[config.mk]
export PLATFORM = sky130hd
export DESIGN_NAME = masked_subbytes_collector
export DESIGN_NICKNAME = d
export VERILOG_FILES = /design/src/rtl/aes_mask_pkg.sv /design/src/rtl/valid_delay_line.sv /design/src/rtl/masked_subbytes_collector.sv
export SDC_FILE = /design/constraint.sdc
export NUM_CORES = 1
export LEC_CHECK = 0
export BUFFER_PORTS_ARGS = -buffer_cell sky130_fd_sc_hd__buf_2
export CAP_MARGIN = 0
export CORE_MARGIN = 3
export CORE_UTILIZATION = 34
export DETAILED_ROUTE_END_ITERATION = 12
export REMOVE_ABC_BUFFERS = 1
export SETUP_SLACK_MARGIN = 0.05
export SYNTH_ARGS = -nofsm -noshare
export SYNTH_HDL_FRONTEND = slang
export SYNTH_HIERARCHICAL = 1
export SYNTH_SLANG_ARGS = --single-unit
[constraint.sdc]
create_clock -name clk -period 3.1 [get_ports clk]
set_input_delay 0.155 -clock clk [delete_from_list [all_inputs] [get_ports clk]]
set_output_delay 0.155 -clock clk [all_outputs]
set_load 0.05 [all_outputs]
[src/rtl/aes_mask_pkg.sv]
// Shared definitions for the masked AES datapath stages: byte/share
// geometry, the two-share state type and the ShiftRows byte mapping.
package aes_mask_pkg;

   localparam int NUM_BYTES = 16;
   localparam int BYTE_W    = 8;
   localparam int SHARES    = 2;

   typedef logic [NUM_BYTES*BYTE_W-1:0] state_t;
   typedef logic [4:0]                  cnt_t;
   typedef logic [3:0]                  idx_t;

   // i = 4c + r (column-major); byte lands at column (c - r) mod 4.
   // The 2-bit subtraction wraps, which is exactly the mod 4.
   function automatic idx_t shiftrows_pos(input idx_t i);
      logic [1:0] r;
      logic [1:0] c;
      r = i[1:0];
      c = i[3:2];
      return {c - r, r};
   endfunction

endpackage

[src/rtl/valid_delay_line.sv]
// Fixed-depth shift register that tags S-box results with their issue
// pulse.  Ports: clk, rst (sync, active-high), in (tag in), out (tag out).
module valid_delay_line #(
   parameter int DEPTH = 2
) (
   input  logic clk,
   input  logic rst,
   input  logic in,
   output logic out
);

   logic [DEPTH-1:0] sr;

   generate
      if (DEPTH == 1) begin : g_one
         always_ff @(posedge clk) begin
            if (rst) sr <= '0;
            else     sr <= in;
         end
      end else begin : g_many
         always_ff @(posedge clk) begin
            if (rst) sr <= '0;
            else     sr <= {sr[DEPTH-2:0], in};
         end
      end
   endgenerate

   assign out = sr[DEPTH-1];

endmodule

[src/rtl/masked_subbytes_collector.sv]
// Collects 16 masked S-box byte pairs into a two-share AES state.
// Ports: issue_valid/issue_ready (bytes entering the S-box), sbox_out0/1
// (share outputs), state0/1 + state_valid/state_ready (assembled state).
module masked_subbytes_collector
   import aes_mask_pkg::*;
#(
   parameter int SBOX_LATENCY    = 2,
   parameter bit APPLY_SHIFTROWS = 1'b1
) (
   input  logic              clk,
   input  logic              rst,
   input  logic              issue_valid,
   output logic              issue_ready,
   input  logic [BYTE_W-1:0] sbox_out0,
   input  logic [BYTE_W-1:0] sbox_out1,
   output state_t            state0,
   output state_t            state1,
   output logic              state_valid,
   input  logic              state_ready
);

   localparam cnt_t FULL = cnt_t'(NUM_BYTES);
   localparam cnt_t LAST = cnt_t'(NUM_BYTES - 1);

   logic                 issue_fire;
   logic                 cap_en;
   logic                 cap_ok;
   logic                 handshake;
   cnt_t                 issued_cnt;
   cnt_t                 recv_cnt;
   idx_t                 wr_idx;
   idx_t                 wr_pos;
   logic [NUM_BYTES-1:0] wr_sel;
   logic [BYTE_W-1:0]    buf0 [NUM_BYTES];
   logic [BYTE_W-1:0]    buf1 [NUM_BYTES];

   assign issue_ready = (issued_cnt != FULL);
   assign issue_fire  = issue_valid & issue_ready;
   assign handshake   = state_valid & state_ready;
   // A tag arriving with all 16 bytes already held is dropped.
   assign cap_ok      = cap_en & (recv_cnt != FULL);

   // Tags only for accepted issues; reset wipes in-flight tags.
   valid_delay_line #(
      .DEPTH (SBOX_LATENCY)
   ) u_tags (
      .clk (clk),
      .rst (rst),
      .in  (issue_fire),
      .out (cap_en)
   );

   // Write position depends only on the arrival count, never on data.
   assign wr_idx = recv_cnt[3:0];
   assign wr_pos = APPLY_SHIFTROWS ? shiftrows_pos(wr_idx) : wr_idx;

   always_comb begin
      wr_sel = '0;
      if (cap_ok) wr_sel[wr_pos] = 1'b1;
   end

   // Share 0 buffer.
   always_ff @(posedge clk) begin
      if (rst) begin
         for (int k = 0; k < NUM_BYTES; k++) buf0[k] <= '0;
      end else begin
         for (int k = 0; k < NUM_BYTES; k++)
            if (wr_sel[k]) buf0[k] <= sbox_out0;
      end
   end

   // Share 1 buffer, kept physically separate from share 0.
   always_ff @(posedge clk) begin
      if (rst) begin
         for (int k = 0; k < NUM_BYTES; k++) buf1[k] <= '0;
      end else begin
         for (int k = 0; k < NUM_BYTES; k++)
            if (wr_sel[k]) buf1[k] <= sbox_out1;
      end
   end

   // Block control: counters and the output valid flag.
   always_ff @(posedge clk) begin
      if (rst) begin
         issued_cnt  <= '0;
         recv_cnt    <= '0;
         state_valid <= 1'b0;
      end else if (handshake) begin
         issued_cnt  <= '0;
         recv_cnt    <= '0;
         state_valid <= 1'b0;
      end else begin
         if (issue_fire) issued_cnt <= issued_cnt + 1'b1;
         if (cap_ok) begin
            recv_cnt <= recv_cnt + 1'b1;
            if (recv_cnt == LAST) state_valid <= 1'b1;
         end
      end
   end

   always_comb begin
      state0 = '0;
      state1 = '0;
      for (int k = 0; k < NUM_BYTES; k++) begin
         state0[k*BYTE_W +: BYTE_W] = buf0[k];
         state1[k*BYTE_W +: BYTE_W] = buf1[k];
      end
   end

   capture_overrun : assert property (
      @(posedge clk) disable iff (rst) !(cap_en && (recv_cnt == FULL))
   );

endmodule
### Yosys cells after proc, flatten, opt, wreduce, memory -nomap -nowiden

Memories as Yosys holds them, arrays and structs flattened.
Index checks and enable logic that the tools add are counted.

| operators by class | value |
|---|---|
| $add $sub $neg | 3 |
| reduce and logical (&&, ||, !) cells | 3 |
| eq/ne operators | 3 |
| $lt $le $gt $ge | 2 |
| bitwise operators | 35 |
| muxes and demuxes | 85 |

Operator list:

| kind | count |
|---|---|
| 2-to-1 mux 8 bit | 32 |
| 2-to-1 mux 1 bit | 51 |
| OR 1 bit | 32 |
| 2-to-1 mux 16 bit | 1 |
| adder 5 x 1 -> 5 bit, second input constant | 2 |
| inequality test 5 bit, second input constant | 2 |
| equality test 5 x 4 -> 1 bit, second input constant | 1 |
| less-than comparator 4 x 5 -> 1 bit, second input constant | 1 |
| demux 1 bit (select 4 bit) | 1 |
| >= comparator 4 x 1 -> 1 bit, second input constant | 1 |
| AND 1 bit | 3 |
| AND reduction 2 bit | 1 |
| OR reduction 2 bit | 1 |
| subtractor 2 bit | 1 |
| logical AND 1 bit | 1 |

| word-level totals | value |
|---|---|
| register bits | 13 |
| memories kept | 2 |
| word-level logic and storage cells | 137 |
| bits of input ports | 20 |
| output and inout bits | 258 |
| memory bits (writable) | 256 |

Memories:

| memory | words | bits a word | rd ports | clocked after memory_dff | wr ports | line | source |
|---|---|---|---|---|---|---|---|
| buf0 | 16 | 8 | 16 | 0 | 16 | masked_subbytes_collector.sv:34 | `logic [BYTE_W-1:0] buf0 [NUM_BYTES];` |
| buf1 | 16 | 8 | 16 | 0 | 16 | masked_subbytes_collector.sv:35 | `logic [BYTE_W-1:0] buf1 [NUM_BYTES];` |

### Logic depth before layout (Yosys ltp)

Gate-level depths: netlist of run 1.

| logic depth | value |
|---|---|
| depth after elaboration | 10 |
| gate-level depth with buffers | 8 |
| gate-level depth less buffers | 6 |

### By module

Netlist of run 1, hierarchy kept.

Modules (own cells, without submodules):

| module | times used | area an instance (sq um) | cells an instance | sequential area each (sq um) |
|---|---|---|---|---|
| masked_subbytes_collector | 1 | 9,544.2 | 594 | 7,907.6 |
| valid_delay_line | 1 | 52.6 | 4 | 40.0 |

### Worst setup path before layout of run 1

Ideal clock, no wire load.

| timing | value |
|---|---|
| path type | register to register |
| start point | register recv_cnt[0] |
| end point | memory buf0[1][2], in the netlist buf0[0][10], enable pin |
| clock period less this slack | 2.964 ns |
| stages on the path, launching flop included | 8 |
| path slack | 0.136 ns |
| required time | 2.689 ns |
| library setup time | 0.411 ns |
| arrival | 2.553 ns |
| buffers on the path | 2 |
| path through | dfxtp_1 inv_1 ha_1 nand4bb_1 clkbuf_1 nand3_1 clkbuf_1 o21ai_0 |

RTL lines:

| what | line | source |
|---|---|---|
| from (decl) | masked_subbytes_collector.sv:30 | `cnt_t recv_cnt;` |
| from (signal assigned) | masked_subbytes_collector.sv:95 | `recv_cnt <= recv_cnt + 1'b1;` |
| to (decl) | masked_subbytes_collector.sv:34 |  |

==> impl_metrics.tcl, run 1 <==
set metrics [dict create \
    status "finished, final reports clean" \
    min_period_ns 2.39 \
    tritoncts "built" \
    worst_ep_arrival_time_ns 2.69 \
    layout-drive-gt1-share_pct 39.3 \
    timing.fmax_mhz 419 \
    synth_cell_type_count 33 \
    dieArea_um2 30300 \
    drt_pass1_iterations 5 \
    vias 6128 \
    max-vdd-ir-drop_uv 400 \
    clock_skew_ns 0.0242 \
    htreeDepth 1 \
    clock_sinks 269 \
    whs_ns 0.381 \
    synth_warnings 6 \
    timing.final.crit_share_pct 76.9 \
    cp-start-kind "flop" \
    fin_cells 1278 \
    grt.overflow.total 0 \
    antenna_found_initial 0 \
    ctsResizeCount 0 \
    cts_hold_buf 3 \
    dpl.cell_count 1224 \
    setup_viol 0 \
    multi_input_area_um2 1400 \
    grtUsageTotal_pct 17.3 \
    critPathMaxFanout 51 \
    root_buffer "clkbuf_16" \
    postRouteAntennaNets 0 \
    initialDrtViolationCount 626 \
    rows 60 \
    power_uw 8610 \
    die_x_um 174 \
    fillers 2474 \
    dpl.hpwl_um 18100 \
    hold_violations 0 \
    grt_pass1_vias 6016 \
    leakage_uw 0.00504 \
    slowest_stage "buf_4" \
    cp_slowest_stage_delay_ns 0.49 \
    gp_congestion 0.776 \
    timing.setup.critical_path_class "flop to flop" \
    insertion_delay_ns 0.54 \
    via_per_inst 4.79 \
    netlist.area_leader.share_pct 80.1 \
    grt_pass1_wl_um 39500 \
    yosys.area.top_type "edfxtp_1" \
    cts.path.max_buffers 3 \
    ys_seq_elements 269 \
    syn_area_per_cell_um2 16.0 \
    final_common_cell "buf_2" \
    area.sequential_um2 7950 \
    worst_path_most_repeated_cell "buf_4" \
    port_buffers 277 \
    worst_slew_pin_slew_ns 0.884 \
    finish.net_count 913 \
    cap_viol_max_count 0 \
    syn_area_um2 9600 \
    power_density_nw_per_um2 690 \
    grt_start_max_net_pins 52 \
    ys_seq_area_share_pct 82.8 \
    relSlewSlack_pct 41.0 \
    fp.coreArea_um2 27300 \
    fin_util_pct 45.7 \
    cpLargestDelayFamily "buffers and inverters" \
    cts_buffers 28 \
    drc 0 \
    die_h_um 174 \
    post_drt_wl_per_cell_um 21.2 \
    synthTopCellsByArea "edfxtp_1 (80%), nor3_1 (4.9%), dfxtp_1 (2.7%)" \
    hp-class "input pin to flop" \
    worst-path-buf-inv 3 \
    final-max-slew-violation-count 0 \
    path_cells "inv_1, ha_1, nand4bb_1, nand3_2, buf_4, o21ai_1, buf_4" \
    clk_pin_slew_worst_paths_ns 0.06 \
    mostFrequentLayoutCells "buf_2 (277), edfxtp_1 (256), nor3_1 (94)" \
    post_cts_buffers 0 \
    start_util_pct 35.1 \
    area_delta_synth_final_pct 30.1 \
    wl_um 27100 \
    synth_cells 598 \
    io_pins 278 \
    end_kind "flop" \
    cp_data_required_time_ns 3.40 \
    rsz0062_at_grt "no" \
    antennaDiodeCount 0 \
]
registers in the layout (all words and copies together) (netlist names):
name         count
state_valid      1
u_tags/sr        2
recv_cnt         5
issued_cnt       5
buf0           128
buf1           128
routing by layer:
metal	track usage, %	routed length, µm	vias up
li1	-	-	2768
met1	23.1	11000	3000
met2	28.7	13100	319
met3	3.71	2430	41
met4	4.62	599	0
met5	0	0	-
cells by family (layout without fill, tap and decap cells):
| group | count (synthesis) | in the layout | share of synthesized area [%] |
|---|---|---|---|
| buffers and inverters | 77 | 385 | 3.51 |
| adders and majority gates | 8 | 8 | 1.04 |
| xor gates and xnor gates | 4 | 4 | 0.509 |
| AOI/OAI and AO/OA | 28 | 28 | 1.77 |
| and+or+nand+nor | 212 | 212 | 10.4 |
| DFF | 269 | 269 | 82.8 |
path summary, 6_finish.rpt:
| kind | start | endpoint | slack, ns | cells past startpoint |
|---|---|---|---|---|
| worst min-delay path | sbox_out0[3] | buf0[0][59] | 0.38 | 3 |
| worst max-delay path | recv_cnt[0] | buf0[0][78] | 0.71 | 7 |
| worst min register to register | u_tags/sr[0] | u_tags/sr[1] | 0.48 | 1 |
| worst max register to register | recv_cnt[0] | buf0[0][78] | 0.71 | 7 |
Yosys cell counts:
cell type  number
edfxtp_1      256
nor3_1         94
nor2_1         69
clkbuf_1       35
inv_1          26
nand2_1        24
dfxtp_1        13
o21ai_0        12
buf_2          11
ha_1            8
nand4_1         6
a21oi_1         5
buf_6           4
nand3_1         4
o31ai_1         4
nand2b_1        3
xor2_1          3
a31oi_1         2
and2_1          2
nand4b_1        2
nor2b_1         2
nor3_2          2
a211o_1         1
a211oi_1        1
a21o_1          1
a41o_1          1
and3_1          1
buf_4           1
nand4bb_1       1
nor4bb_1        1
o311ai_1        1
or4_1           1
xnor3_1         1
worst min-delay path: cells and delay by family:
| kind | cells | cell delay [ns] |
|---|---|---|
| buf+inv | 1 | 0.08 |
| simple gates | 2 | 0.57 |
layout make-up:
cell class | instances | share of cell area [%]
inverter | 26 | 0.782
clock buffer | 35 | 5.82
sequential | 269 | 63.7
clock inverter | 16 | 1.62
tap | 372 | 3.73
timing repair buffer | 308 | 13.1
multi-input combinational | 252 | 11.2
power by group:
part | switching (µW) | internal (µW) | total [µW]
clock | 1360 | 2010 | 3360
combinational | 871 | 163 | 1030
sequential | 61.1 | 4150 | 4210
total | 2290 | 6320 | 8610
through the flow:
| stage | setup TNS (ns) | setup WS [ns] | cell area [µm²] |
|---|---|---|---|
| 6_report | 0 | 0.715 | 12500 |
| 5_1_grt | 0 | 0.497 | 12500 |
| 4_1_cts | 0 | 0.540 | 12500 |
| 3_5_place_dp | 0 | 0.624 | 11500 |
| 3_3_place_gp | 0 | 0.603 | 11500 |
| 2_1_floorplan | -241.12 | -2.42 | 9360 |
Note: power is estimated with default switching activity, not from simulation.
==> run 2: changes to the inputs <==
--- a/config.mk
+++ b/config.mk
@@ -5,6 +5,7 @@
 export SDC_FILE = /design/constraint.sdc
 export NUM_CORES = 1
 export LEC_CHECK = 0
+export ABC_AREA = 1
 export BUFFER_PORTS_ARGS = -buffer_cell sky130_fd_sc_hd__buf_2
 export CAP_MARGIN = 0
 export CORE_MARGIN = 3
==> constraint.sdc (replaced) <==
create_clock -name clk -period 2.2 [get_ports clk]
set_input_delay 0.11 -clock clk [delete_from_list [all_inputs] [get_ports clk]]
set_output_delay 0.11 -clock clk [all_outputs]
set_load 0.05 [all_outputs]
==> run 2 against run 1 <==
  * Worst hold slack got worse by 0.30 ns
  * Die area rose by 4.1%
  * Critical path depth grew 1
  * Global-route usage up 0.094 points
  * Sequential share of layout area shrank 2.9 points
  * Via count up 6.0%
  * Total power up 41%
  * Routed wire length is 4.6% higher
  * Count of clock-buffer cells in the layout down 1
  * Clock skew shrank 0.014 ns
  * Critical path type unchanged
  * Largest cell class unchanged
  * Largest power group unchanged
==> impl_metrics.tcl, run 2 <==
set metrics [dict create \
    status "finished, final reports clean" \
    synth.mux.area_fraction_pct 0 \
    tritoncts "built" \
    place_worst_setup_slack_ns 0.187 \
    grt_pass1_wl_um 40000 \
    end_kind "flop" \
    min_period_ns 2.02 \
    p_switching_uw 3210 \
    drc 0 \
    clock_skew_ns 0.0106 \
    cts.path.max_buffers 3 \
    port_buffers 277 \
    setup_slack_ns 0.181 \
    timing.setup.critical_path_class "flop to flop" \
    dpl.hpwl_um 19600 \
    syn_area_per_cell_um2 15.8 \
    die_x_um 178 \
    fp.coreArea_um2 28900 \
    syn_area_um2 10000 \
    antenna_found_initial 0 \
    top_regs "buf0: 128 flops, buf1: 128 flops" \
    timing.final.crit_share_pct 91.8 \
    leakage_uw 0.00518 \
    synth_warnings 6 \
    cts_buffers 27 \
    netlist.area_leader.share_pct 76.8 \
    initialDrtViolationCount 526 \
    synth_cell_type_count 22 \
    final_cell_area_um2 13100 \
    synth-simple-area-share_pct 13.8 \
    pwr-share-clk_pct 38.3 \
    setup_viol 0 \
    layout-drive-gt1-share_pct 45.2 \
    io_pins 278 \
    fillers 2611 \
    final-max-slew-violation-count 0 \
    cap_viol_max_count 0 \
    synthXorXnorAreaFrac_pct 0.0876 \
    grt_pass1_vias 6219 \
    pwr-share-seq_pct 48.9 \
    timing.fmax_mhz 495 \
    htreeDepth 1 \
    placed_cell_area_um2 12100 \
    hold_violations 0 \
    insertion_delay_ns 0.53 \
    max-vdd-ir-drop_uv 543 \
    relSlewSlack_pct 48.4 \
    rows 62 \
    drt_pass1_iterations 5 \
    synth_compound_area_share_pct 1.28 \
    ys_seq_area_share_pct 79.4 \
    synthFlopType "edfxtp_1" \
    grt.overflow.total 0 \
    rsz0062_at_grt "yes" \
    post_drt_wl_per_cell_um 21.1 \
    worst_ep_arrival_time_ns 2.24 \
    yosysMostFrequentCell "edfxtp_1" \
    synthTopCellsByArea "edfxtp_1 (77%), nor3_1 (6.1%), nor3_2 (4.0%)" \
    cp-start-kind "flop" \
    postRouteAntennaNets 0 \
    critPathMaxFanout 16 \
    post_cts_buffers 0 \
    clock_sinks 269 \
    mostFrequentLayoutCells "buf_2 (277), edfxtp_1 (256), nor3_1 (121)" \
    via_per_inst 4.83 \
    yosys.area.top_type "edfxtp_1" \
    dieArea_um2 31500 \
    start_util_pct 34.7 \
    synth_commonest_cells "edfxtp_1 (256), nor3_1 (121), nand2_1 (43), nor3_2 (40), inv_1 (37)" \
    die_h_um 178 \
    synth_edf_count 256 \
    async_flop_share_pct 0 \
    power_density_nw_per_um2 926 \
    worst_slew_pin_slew_ns 0.772 \
    p_int_uw 8900 \
    hp-class "input pin to flop" \
    wl_um 28400 \
    synth_top_family_by_area "simple AND/OR/NAND/NOR gates" \
    cp_data_required_time_ns 2.42 \
    antennaDiodeCount 0 \
    swShare_pct 26.5 \
    synth_cells 635 \
    grtUsageTotal_pct 17.4 \
    tns_ns 0 \
    grt_start_max_net_pins 33 \
    clk_pin_slew_worst_paths_ns 0.06 \
    pwr-share-comb_pct 12.8 \
    gp_congestion 0.830 \
    whs_ns 0.0833 \
    vias 6496 \
    area_delta_synth_final_pct 30.7 \
    final_common_cell "buf_2" \
    finish.net_count 971 \
    synth_fa_ha_area_share_pct 1.00 \
    ys_seq_elements 269 \
    root_buffer "clkbuf_16" \
]
## run 2: cell types whose count changed after synthesis, moves of 4 or more
cell,before,now
o31ai_1,4,0
nor3_2,2,40
nand3_1,4,14
nand2_1,24,43
o21ai_0,12,17
nor3_1,94,121
buf_2,11,35
clkbuf_1,35,12
nor2_1,69,10
inv_1,26,37
## run 2: cells by family (layout without fill, tap and decap cells)
| family | after synthesis | after routing |
|---|---|---|
| adders and majority gates | 8 | 8 |
| xor gates and xnor gates | 1 | 1 |
| AOI/OAI and AO/OA | 25 | 25 |
| DFF | 269 | 269 |
| and+or+nand+nor | 239 | 239 |
| buffers and inverters | 93 | 419 |
## run 2: worst max-delay path, stage by stage (launching register included)
cell	delay, ns
dfxtp_1	0.33
inv_1	0.09
ha_1	0.23
inv_1	0.06
nor2_1	0.04
nand2_2	0.19
nand3_2	0.28
o21ai_2	0.22
buf_4	0.26
## run 2: repair_timing
action	4_1_cts	5_1_grt
hold buffers	2	0
endpoints found under the hold margin	6	0
resized for setup	0	3
endpoints found under the setup margin	0	50
## run 2: path summary, 6_finish.rpt
kind	start	end	slack, ns	depth (start not counted)
setup / recovery	recv_cnt[0]	buf0[0][67]	0.18	8
hold reg to reg	u_tags/sr[0]	u_tags/sr[1]	0.40	2
setup reg to reg	recv_cnt[0]	buf0[0][67]	0.18	8
hold / removal	state_ready	issued_cnt[0]	0.08	4
## run 2: through the flow
step           instances  util (%)  total power (µW)
2_1_floorplan        581         -              7060
3_3_place_gp        1296      42.1              7580
3_5_place_dp        1296      42.1              7580
4_1_cts             1345      45.3             12200
5_1_grt             1345      45.3             12500
6_report            1345      45.3             12100
## run 2: metal layers
metal | GRT usage (%) | share of wire, % | up-vias
li1 | - | - | 2939
met1 | 22.3 | 40 | 3213
met2 | 30.1 | 50 | 294
met3 | 3.17 | 7.3 | 50
met4 | 4.91 | 2.8 | 0
met5 | 0 | 0 | -
## run 2: cell type report
cell class / instances / area [µm²] / share of cell area [%]
Clock buffer: 34 / 722 / 5.52
Clock inverter: 13 / 178 / 1.36
Inverter: 39 / 146 / 1.12
Multi-Input combinational cell: 273 / 1680 / 12.9
Sequential cell: 269 / 7950 / 60.8
Tap cell: 384 / 480 / 3.67
Timing Repair Buffer: 333 / 1920 / 14.7
## run 2: power by group through the flow
stage	clock network [µW]	logic, µW	registers, µW
floorplan	0	244	6810
global placement	0	1550	6030
detailed placement	0	1560	6030
CTS	4750	1560	5920
global route	4970	1620	5940
finish	4640	1550	5920
==> run 3: changes to the inputs <==
--- a/config.mk
+++ b/config.mk
@@ -11,7 +11,6 @@
 export CORE_MARGIN = 3
 export CORE_UTILIZATION = 34
 export DETAILED_ROUTE_END_ITERATION = 12
-export REMOVE_ABC_BUFFERS = 1
 export SETUP_SLACK_MARGIN = 0.05
 export SYNTH_ARGS = -nofsm -noshare
 export SYNTH_HDL_FRONTEND = slang
==> run 3 against run 2 <==
  * Die area unchanged
  * Critical endpoint is now buf1[0][66]
  * Total power fell by 2.3%
  * Critical path depth unchanged
  * Combinational power about the same
  * Clock power shrank 6.3%
  * Sequential power is essentially flat
  * Global-route usage is 0.18 points lower
  * Count of clock-buffer cells in the layout unchanged
  * First-iteration DRC count up 23%
  * Setup slack worse by 0.037 ns
==> impl_metrics.tcl, run 3 (same netlist as run 2, synthesis figures left out) <==
set metrics [dict create \
    reg2reg_slack_ns 0.14 \
    drt_pass1_iterations 5 \
    clock_sinks 269 \
    grt_start_max_net_pins 33 \
    final-max-slew-violation-count 0 \
    area_delta_synth_final_pct 30.3 \
    mostFrequentLayoutCells "buf_2 (277), edfxtp_1 (256), nor3_1 (121)" \
    worst_slew_pin_slew_ns 0.885 \
    finish.net_count 970 \
    worst_r2r_endpoint "buf1[0][66]" \
    worst-path-buf-inv 3 \
    timing.fmax_mhz 486 \
    insertion_delay_ns 0.54 \
    clock_skew_ns 0.0230 \
    fin_cells 1345 \
    port_buffers 277 \
    postRouteAntennaNets 0 \
    cpLargestDelayFamily "simple AND/OR/NAND/NOR gates" \
    antennaDiodeCount 0 \
    timing.setup.critical_path_class "flop to flop" \
    via_per_inst 4.84 \
    syn_nets 663 \
    top_usage_layer "met2" \
    start_util_pct 34.7 \
    grt_util_met3_pct 4.47 \
    rows 62 \
    die_x_um 178 \
    root_buffer "clkbuf_16" \
    multi_input_area_um2 1690 \
    setup_viol 0 \
    crit_path_start "recv_cnt[0]" \
    path_cells "inv_1, ha_1, inv_1, nor2_1, nand2_4, nand3_2, o21ai_1, buf_12" \
    final_common_cell "buf_2" \
    met1_usage_pct 23.6 \
    crit-reg2reg-launch "recv_cnt[0]" \
    hold_violations 0 \
    end_kind "flop" \
    cp_num_cells 8 \
    worst_path_most_repeated_cell "inv_1" \
    critPathMaxFanout 16 \
    fin_util_pct 45.2 \
    slowest_stage "dfxtp_1" \
    rsz0062_at_grt "yes" \
    die_h_um 178 \
    power_density_nw_per_um2 907 \
    timing.final.crit_share_pct 93.5 \
    rr_worst_depth 8 \
    clk_pin_slew_worst_paths_ns 0.06 \
    worst_ep_arrival_time_ns 2.31 \
    dieArea_um2 31500 \
    leakage_uw 0.00516 \
    grtUsageTotal_pct 17.2 \
    min_period_ns 2.06 \
    cp_slowest_stage_delay_ns 0.40 \
    dpl.hpwl_um 19100 \
    post_drt_wl_per_cell_um 20.8 \
    cp_data_required_time_ns 2.46 \
    hp-class "input pin to flop" \
    grt.overflow.total 0 \
    grt_pass1_wl_um 40000 \
    drc 0 \
    top_regs "buf0: 128 flops, buf1: 128 flops" \
    gp_congestion 0.819 \
    htreeDepth 1 \
    power_uw 11800 \
    vias 6507 \
    tritoncts "built" \
    area.sequential_um2 7950 \
    status "finished, final reports clean" \
    cts_buffers 28 \
    relSlewSlack_pct 40.8 \
    cp-start-kind "flop" \
    antenna_found_initial 0 \
    grt.met2_usage_pct 27.2 \
    layout-drive-gt1-share_pct 44.7 \
    max-vdd-ir-drop_uv 496 \
    io_pins 278 \
    grt_pass1_vias 6170 \
    wl_um 28000 \
    cts.path.max_buffers 3 \
    fp.coreArea_um2 28900 \
    tns_ns 0 \
    fillers 2617 \
    dpl.cell_count 1289 \
    cp-endpoint "buf1[0][66]" \
    initialDrtViolationCount 645 \
    cap_viol_max_count 0 \
]
-- run 3: cell count changes in the layout (fill, tap and decap cells not counted), sizes merged --
| cell | previous run | this run |
|---|---|---|
| clkinv | 4 | 11 |
| bufinv | 4 | 1 |
| buf | 331 | 329 |
| inv | 41 | 40 |
| clkinvlp | 3 | 2 |
-- run 3: worst min-delay path by stage --
| stage | depth (start not counted) | startpoint | to | slack, ns |
|---|---|---|---|---|
| 2_1_floorplan | 1 | rst | u_tags/sr[1] | 0.18 |
| 3_3_place_gp | 2 | rst | u_tags/sr[0] | 0.30 |
| 3_5_place_dp | 2 | rst | u_tags/sr[0] | 0.30 |
| 4_1_cts | 4 | state_ready | state_valid | 0.12 |
| 5_1_grt | 3 | sbox_out0[0] | buf0[0][80] | 0.17 |
| 6_report | 4 | state_ready | recv_cnt[1] | 0.1 |
-- run 3: where the power goes --
group	total, µW	switching, µW	internal [µW]
Combinational	1550	1270	284
Sequential	5930	86.3	5840
Clock	4350	1900	2450
-- run 3: worst min-delay path: stages --
cell and delay, ns:
buf_2 0.08, nand2_1 0.06, nand2_1 0.27, a21oi_1 0.07
-- run 3: layout make-up --
cell class	instances	area share [%]
Inverter	39	1.12
Clock inverter	15	0.902
Multi-Input combinational cell	273	13.0
Timing Repair Buffer	331	14.8
Sequential cell	269	61.0
Tap cell	384	3.69
Clock buffer	34	5.55
-- run 3: per-layer routing --
| layer | vias up | wire length [µm] |
|---|---|---|
| li1 | 2951 | - |
| met1 | 3168 | 11400 |
| met2 | 337 | 13000 |
| met3 | 51 | 2870 |
| met4 | 0 | 708 |
| met5 | - | 0 |
-- run 3: timing repair --
item / 4_1_cts / 5_1_grt
endpoints found under the hold margin: 6 / 0
hold buffers: 2 / 0
pin swaps: 0 / 1
setup buffers: 0 / 5
gates resized for setup: 1 / 3
endpoints found under the setup margin: 64 / 287
-- run 3: stage by stage --
stage | area (µm²) | hold WS (ns) | setup WS [ns]
2_1_floorplan | 10000 | 0.181 | -0.162
3_3_place_gp | 12100 | 0.300 | 0.0243
3_5_place_dp | 12100 | 0.301 | -0.0314
4_1_cts | 13000 | 0.119 | 0.0383
5_1_grt | 13000 | 0.173 | 0.0158
6_report | 13000 | 0.0961 | 0.144
